`config.mk`:
```
export PLATFORM = sky130hd
export DESIGN_NAME = slave_mem_responder
export DESIGN_NICKNAME = d
export VERILOG_FILES = /design/src/rtl/slave_mem_responder.sv
export SDC_FILE = /design/constraint.sdc
export NUM_CORES = 1
export LEC_CHECK = 0
export ABC_AREA = 1
export CAP_MARGIN = 20
export CORE_MARGIN = 5
export CORE_UTILIZATION = 33
export CTS_CLUSTER_SIZE = 10
export DETAILED_ROUTE_END_ITERATION = 8
export GPL_ROUTABILITY_DRIVEN = 0
export PLACE_DENSITY = 0.47
export SKIP_CTS_REPAIR_TIMING = 1
export SLEW_MARGIN = 20
export SYNTH_ARGS = -nofsm -noshare
export SYNTH_HDL_FRONTEND = slang
export SYNTH_SLANG_ARGS = --single-unit
```
`constraint.sdc`:
```
create_clock -name clk -period 3.5 [get_ports clk]
set_clock_uncertainty 0.05 [all_clocks]
set_input_delay 0.7 -clock clk [delete_from_list [all_inputs] [get_ports clk]]
set_output_delay 0.7 -clock clk [all_outputs]
set_load 0.03 [all_outputs]
```
`src/rtl/slave_mem_responder.sv`:
```
// Memory-backed slave responder for the 2x2 cross-bar req/ack protocol.
// Captures one request, waits WAIT_CYCLES, accesses the word array, then pulses s_ack.
module slave_mem_responder #(
    parameter int unsigned DEPTH       = 32,
    parameter int unsigned AW          = $clog2(DEPTH),
    parameter int unsigned WAIT_CYCLES = 1,
    parameter int unsigned CNT_W       = 16
) (
    input  logic             clk,
    input  logic             reset,
    input  logic             s_req,
    input  logic [31:0]      s_addr,
    input  logic             s_cmd,
    input  logic [31:0]      s_wdata,
    output logic             s_ack,
    output logic [31:0]      s_rdata,
    output logic [CNT_W-1:0] wr_count,
    output logic [CNT_W-1:0] rd_count,
    output logic             busy
);

    typedef enum logic [1:0] {StIdle, StWait, StAck} state_e;

    state_e             state_q, state_d;
    logic [3:0]         cnt_q, cnt_d;
    logic [AW-1:0]      idx_q, idx_d;
    logic               cmd_q, cmd_d;
    logic [31:0]        wdata_q, wdata_d;
    logic [31:0]        rdata_q, rdata_d;
    logic [CNT_W-1:0]   wr_count_q, wr_count_d;
    logic [CNT_W-1:0]   rd_count_q, rd_count_d;
    logic               ack_q, ack_d;
    logic               busy_q, busy_d;

    logic [31:0]        mem_q [DEPTH];

    // Access operands: straight from the bus when the access happens on the capture edge.
    logic               do_access;
    logic [AW-1:0]      acc_idx;
    logic               acc_cmd;
    logic [31:0]        acc_wdata;
    logic               mem_we;

    // Upper address bits are decoded by the cross-bar and deliberately ignored here.
    logic               unused_addr;
    assign unused_addr = ^s_addr[31:AW];

    // Next-state, access strobe and registered-output computation.
    always_comb begin
        state_d    = state_q;
        cnt_d      = cnt_q;
        idx_d      = idx_q;
        cmd_d      = cmd_q;
        wdata_d    = wdata_q;
        do_access  = 1'b0;
        acc_idx    = idx_q;
        acc_cmd    = cmd_q;
        acc_wdata  = wdata_q;

        unique case (state_q)
            StIdle: begin
                acc_idx   = s_addr[AW-1:0];
                acc_cmd   = s_cmd;
                acc_wdata = s_wdata;
                if (s_req) begin
                    idx_d   = s_addr[AW-1:0];
                    cmd_d   = s_cmd;
                    wdata_d = s_wdata;
                    cnt_d   = 4'(WAIT_CYCLES);
                    if (WAIT_CYCLES == 0) begin
                        state_d   = StAck;
                        do_access = 1'b1;
                    end else begin
                        state_d = StWait;
                    end
                end
            end
            StWait: begin
                if (!s_req) begin
                    // Master withdrew the request: abort with no side effects.
                    state_d = StIdle;
                    cnt_d   = 4'd0;
                end else begin
                    cnt_d = cnt_q - 4'd1;
                    if (cnt_q == 4'd1) begin
                        state_d   = StAck;
                        do_access = 1'b1;
                    end
                end
            end
            StAck: begin
                state_d = StIdle;
            end
            default: begin
                state_d = StIdle;
            end
        endcase

        mem_we     = do_access & acc_cmd;
        rdata_d    = (do_access && !acc_cmd) ? mem_q[acc_idx] : rdata_q;
        wr_count_d = mem_we ? wr_count_q + CNT_W'(1) : wr_count_q;
        rd_count_d = (do_access && !acc_cmd) ? rd_count_q + CNT_W'(1) : rd_count_q;
        ack_d      = (state_d == StAck);
        busy_d     = (state_d != StIdle);
    end

    // Control state, holding registers and registered outputs.
    always_ff @(posedge clk or posedge reset) begin
        if (reset) begin
            state_q    <= StIdle;
            cnt_q      <= 4'd0;
            idx_q      <= '0;
            cmd_q      <= 1'b0;
            wdata_q    <= 32'd0;
            rdata_q    <= 32'd0;
            wr_count_q <= '0;
            rd_count_q <= '0;
            ack_q      <= 1'b0;
            busy_q     <= 1'b0;
        end else begin
            state_q    <= state_d;
            cnt_q      <= cnt_d;
            idx_q      <= idx_d;
            cmd_q      <= cmd_d;
            wdata_q    <= wdata_d;
            rdata_q    <= rdata_d;
            wr_count_q <= wr_count_d;
            rd_count_q <= rd_count_d;
            ack_q      <= ack_d;
            busy_q     <= busy_d;
        end
    end

    // Word array; contents survive reset.
    always_ff @(posedge clk) begin
        if (mem_we) begin
            mem_q[acc_idx] <= acc_wdata;
        end
    end

    assign s_ack    = ack_q;
    assign s_rdata  = rdata_q;
    assign wr_count = wr_count_q;
    assign rd_count = rd_count_q;
    assign busy     = busy_q;

endmodule

```
Word level (Yosys, flattened, before mapping)
Memories as Yosys holds them, arrays and structs flattened. A register that Yosys moved wholly into a read port is not among the register bits.
Index checks and enable logic that the tools add are counted.
{ "word_totals": {"register_bits": 78, "ramBits": 1024, "output_inout_bits": 66, "n_memories": 1} }
{ "memory_table": {"columns": ["memory", "words", "width", "rd", "rd_clocked_by_memory_dff", "wr", "line_no", "text"], "rows": [
  ["mem_q", 32, 32, 1, 1, 1, "35", "logic [31:0] mem_q [DEPTH];"]
]} }
{ "op_classes": {"n_addsub": 3, "n_eq_ne": 4, "mux": 15, "n_bitwise": 1, "n_reduce_logical": 7} }
{ "ops": {"columns": ["cell", "count"], "rows": [
  ["adder 16 x 1 -> 16 bit (second input constant)", 2],
  ["two-way mux 32 bit", 1],
  ["two-way mux 4 bit", 2],
  ["case mux 4 bit (2 select lines)", 1],
  ["two-way mux 1 bit", 6],
  ["two-way mux 2 bit", 3],
  ["two-way mux 5 bit", 1],
  ["equality test 4 x 1 -> 1 bit (second input constant)", 1],
  ["case mux 2 bit (2 select lines)", 1],
  ["AND reduction 2 bit", 2],
  ["nonzero test 2 bit", 2],
  ["subtractor 4 x 1 -> 4 bit (second input constant)", 1],
  ["equality test 2 x 1 -> 1 bit (second input constant)", 1],
  ["equality test 2 bit (second input constant)", 1],
  ["logical NOT 2 bit", 1],
  ["!= test 2 bit (second input constant)", 1],
  ["bitwise AND 1 bit", 1],
  ["logical AND 1 bit", 1],
  ["logical NOT 1 bit", 1]
]} }

Logic depth before layout (Yosys ltp)
{ "depth": {"word_depth": 7, "depth_mapped": 16, "depth_no_buf": 14} }

Least setup slack after synthesis
Ideal clock, no wire load.
{ "synth_path": {"path_kind": "input -> register", "startpoint": "input port s_addr[0]", "endpoint": "memory mem_q[11][0], enable pin", "arrival_time_ns": 3.088, "path_slack_ns": -0.059, "cell_stages": 7, "path_buffers": 1, "cell_sequence": "inv_1 > nand2_1 > nand2_1 > buf_2 > nor2_1 > nand2_1 > nor2_1"} }
{ "synth_via": {"elab_chain_len": 1} }
{ "synth_rtl": {"columns": ["element", "line_no", "text"], "rows": [
  ["start, declared", "12", "input logic [31:0] s_addr,"],
  ["two-way mux 5 bit", "60", "unique case (state_q)"],
  ["end, declared", "35", null]
]} }
Every way passes these cells.

Worst setup path after layout
{ "layout_path": {"startpoint": "register state_q[0]", "endpoint": "memory mem_q[3][2], enable pin"} }
{ "layout_via": {"elab_chain_len": 5, "word_cells_on_any_way": 8, "classes_between": "eq/ne: 1; mux: 5; bitwise: 1; reduce/logical: 1"} }
{ "layout_rtl": {"columns": ["element", "line_no", "text"], "rows": [
  ["start, declared", "24", "state_e state_q, state_d;"],
  ["start signal, assigned", "110", "state_q <= StIdle;"],
  ["start signal, assigned", "121", "state_q <= state_d;"],
  ["equality test 2 x 1 -> 1 bit / logical NOT 2 bit (equally long branches)", "60", null],
  ["two-way mux 1 bit", "60", null],
  ["bitwise AND 1 bit", "99", "mem_we = do_access & acc_cmd;"],
  ["two-way mux 1 bit", "136", "if (mem_we) begin"],
  ["two-way mux 1 bit (not written as such)", "137", "mem_q[acc_idx] <= acc_wdata;"]
]} }
Parallel ways exist; a longest one is shown, timed or not.

==> impl_metrics.toml <==
[logic_synthesis]
ys_types = 32
synth.cell_area_um2 = 48100
synth_top_area_cell = "edfxtp_1"
synth_area_leaders = "edfxtp_1, nand2_1, dfrtp_1, nand3_1, nor2_1"
avgSynthCellArea_um2 = 10.3
synth_seq_cells = 1134
synth_top_area_share_pct = 63.9
syn-num-nets = 4747
synthArstFlopShare_pct = 9.70
seq_area_frac_synth_pct = 69.6
synth-main-ff-cell = "edfxtp_1"
synth_edf_count = 1024
synth_cells = 4675
yosysWarnings = 0

[critical_path]
critPathArrivalTime_ns = 3.56
path_class = "flip-flop to flip-flop"
crit_chain = "nor2_4 -> buf_12 -> o21ai_2 -> inv_2 -> nor3_4 -> inv_1 -> nor2_4 -> buf_4"
r2r-start = "state_q[0]"
rr_worst_depth = 8
cp.required_ns = 3.91
end_kind = "flip-flop"
cp_max_fo = 30
cp-start-kind = "flip-flop"
r2r_end = "mem_q[3][2]"
worst_path_max_delay_cell = "o21ai_2"
ff2ff_setup_slack_ns = 0.35
cpPeakStageDelay_ns = 0.63
crit_top_cell = "nor2_4"

[grt]
grt_overflow = 0
grt_use_total_pct = 19.4
grt_pass1_wl_um = 219000
grt_pass1_vias = 31800
antenna_found_initial = 3
grt_max_degree = 123

[finish]
final_nets = 4926
syn_to_final_growth_pct = 19.6
antenna_cells = 0
drive_gt1_share_pct = 9.65

[drt]
first_iter_violations = 2334
via_per_inst = 4.80
ant_nets = 0
via_count = 33000
finalWirelength_um = 149000
drc_errors = 0
dr.pass1.iters = 5
wl_per_cell_um = 21.7

[run_status]
status = "finished, final reports clean"

[power]
comb_power_share_pct = 41.5
ir_drop_mv = 0.874
pwr-share-seq_pct = 34.3
p_leak_nw = 23.3
powerDensity_nw_per_um2 = 926
power_switching_mw = 21.8
power.internal_mw = 31.4
clock_power_share_pct = 24.3
netSwitchingFraction_pct = 41.0
fin_total_pwr_mw = 53.3

[cts]
clk_pin_slew_ns = 0.06
cts_made_buffers = 135
cts.sinks = 1134
insertion_delay_ns = 0.78
htreeDepth = 4
root_buffer = "clkbuf_16"
cts_buffer_depth = 3
cts_tree = "done"

[timing]
fin_crit_ns = 3.15
rsz0062_at_grt = "false"
worst_slack_ns = 0.353
finalSetupViolations = 0
worstMarginPinSlew_ns = 1.03
setup_tns_ns = 0
fmax_mhz = 318
fin_crit_sh_pct = 89.9
slew_headroom_pct = 31.1
hold_viol = 0
slew_violations = 0

[floorplan]
design.core.area_um2 = 145000
die_x_um = 392
rows = 140
die_area_um2 = 154000
io_pins = 134
die_y_um = 392
start_util_pct = 33.1

[hold_path]
whs_path_depth = 1
hold_end = "rd_count[15]"
min_path_type = "flip-flop to flip-flop"
min_from = "rd_count[15]"

[place]
port-buffer-count = 106
place_ws_ns = 0.108
hpwlAfterDp_um = 84700

[job]
cap_violations = 0
## power by group through the flow
stage | combinational [mW] | clock [mW] | sequential (mW)
after detailed placement | 22.3 | 0 | 18.5
after global routing | 24.5 | 13.8 | 18.3
after floorplan | 12.4 | 0 | 19.1
after global placement | 22.2 | 0 | 18.5
after CTS | 22.4 | 13.2 | 18.3
final | 22.1 | 12.9 | 18.3
## worst max-delay path: cells and delay by family (launching register included)
kind	cells	cell delay (ns)
AND/OR/NAND/NOR	3	0.75
AO/OA/AOI/OAI	1	0.63
flip-flops	1	0.43
buffers and inverters	4	0.92
## cell type report
| cell class | count | area [um2] |
|---|---|---|
| fillers | 14000 | 87700 |
| inverters | 129 | 495 |
| repair buffers | 304 | 3650 |
| clock inverters | 18 | 233 |
| well taps | 1917 | 2400 |
| multi-input cells | 3150 | 13500 |
| clock buffers | 216 | 3740 |
| flip-flops and latches | 1134 | 33500 |
## placed cells by master, fill, tap and decap left out, drive strengths merged
cell type and count:
inv 136, o22ai 3, clkinvlp 2, nand4 6, dfrtp 110, nand3 531
xnor2 13, ha 4, nor3b 1, buf 198, nor3 15, nor2 148
xor2 18, a21oi 42, clkbuf 216, clkinv 9, or2 30, edfxtp 1024
clkdlybuf4s50 106, nand2 2292, o21ai 47
## sequential cells by signal, summed over array words and instances (netlist names)
name	count
wdata_q	32
s_rdata	32
wr_count	16
s_ack	1
idx_q	5
cnt_q	4
mem_q	1024
cmd_q	1
rd_count	16
state_q	2
busy	1
## cells in the mapped netlist (all sizes together) (4+ instances only)
cell and instances:
ha 4, nand2 2292, inv 128, nor2 148
clkbuf 133, dfrtp 110, or2 30, nand4 6
nor3 15, xnor2 13, buf 129, xor2 18
a21oi 42, edfxtp 1024, nand3 531, o21ai 47
## worst max path at each step
stage | from | to | slack [ns] | cells after the start
2_1_floorplan | s_addr[0] | mem_q[11][0] | -0.06 | 7
3_3_place_gp | s_addr[3] | mem_q[3][0] | 0.13 | 9
3_5_place_dp | s_addr[3] | mem_q[3][0] | 0.11 | 9
4_1_cts | state_q[0] | mem_q[3][2] | 0.34 | 8
5_1_grt | state_q[0] | mem_q[3][2] | 0.25 | 8
6_report | state_q[0] | mem_q[3][2] | 0.35 | 8
## cell families after synthesis
family | share of synthesized area, %
simple gates | 25.3
flops | 69.6
buf+inv | 3.37
compound gates | 1.00
xor+xnor | 0.564
fa+ha+maj | 0.104
## through the flow
step	hold slack (ns)	utilization, %	area (um2)	instances
5_1_grt	0.446	39.6	57500	6868
3_5_place_dp	0.420	36.9	53600	6634
6_report	0.429	39.6	57500	6868
2_1_floorplan	0.403	-	48100	4675
4_1_cts	0.392	39.6	57500	6868
3_3_place_gp	0.415	36.9	53500	6634
## metal layers
layer / track usage [%] / routed length, um
met1: 27.6 / 68900
met2: 30.9 / 69600
met3: 3.05 / 7000
met4: 5.31 / 3450
met5: 0 / 0
(Power assumes the default switching activity.)
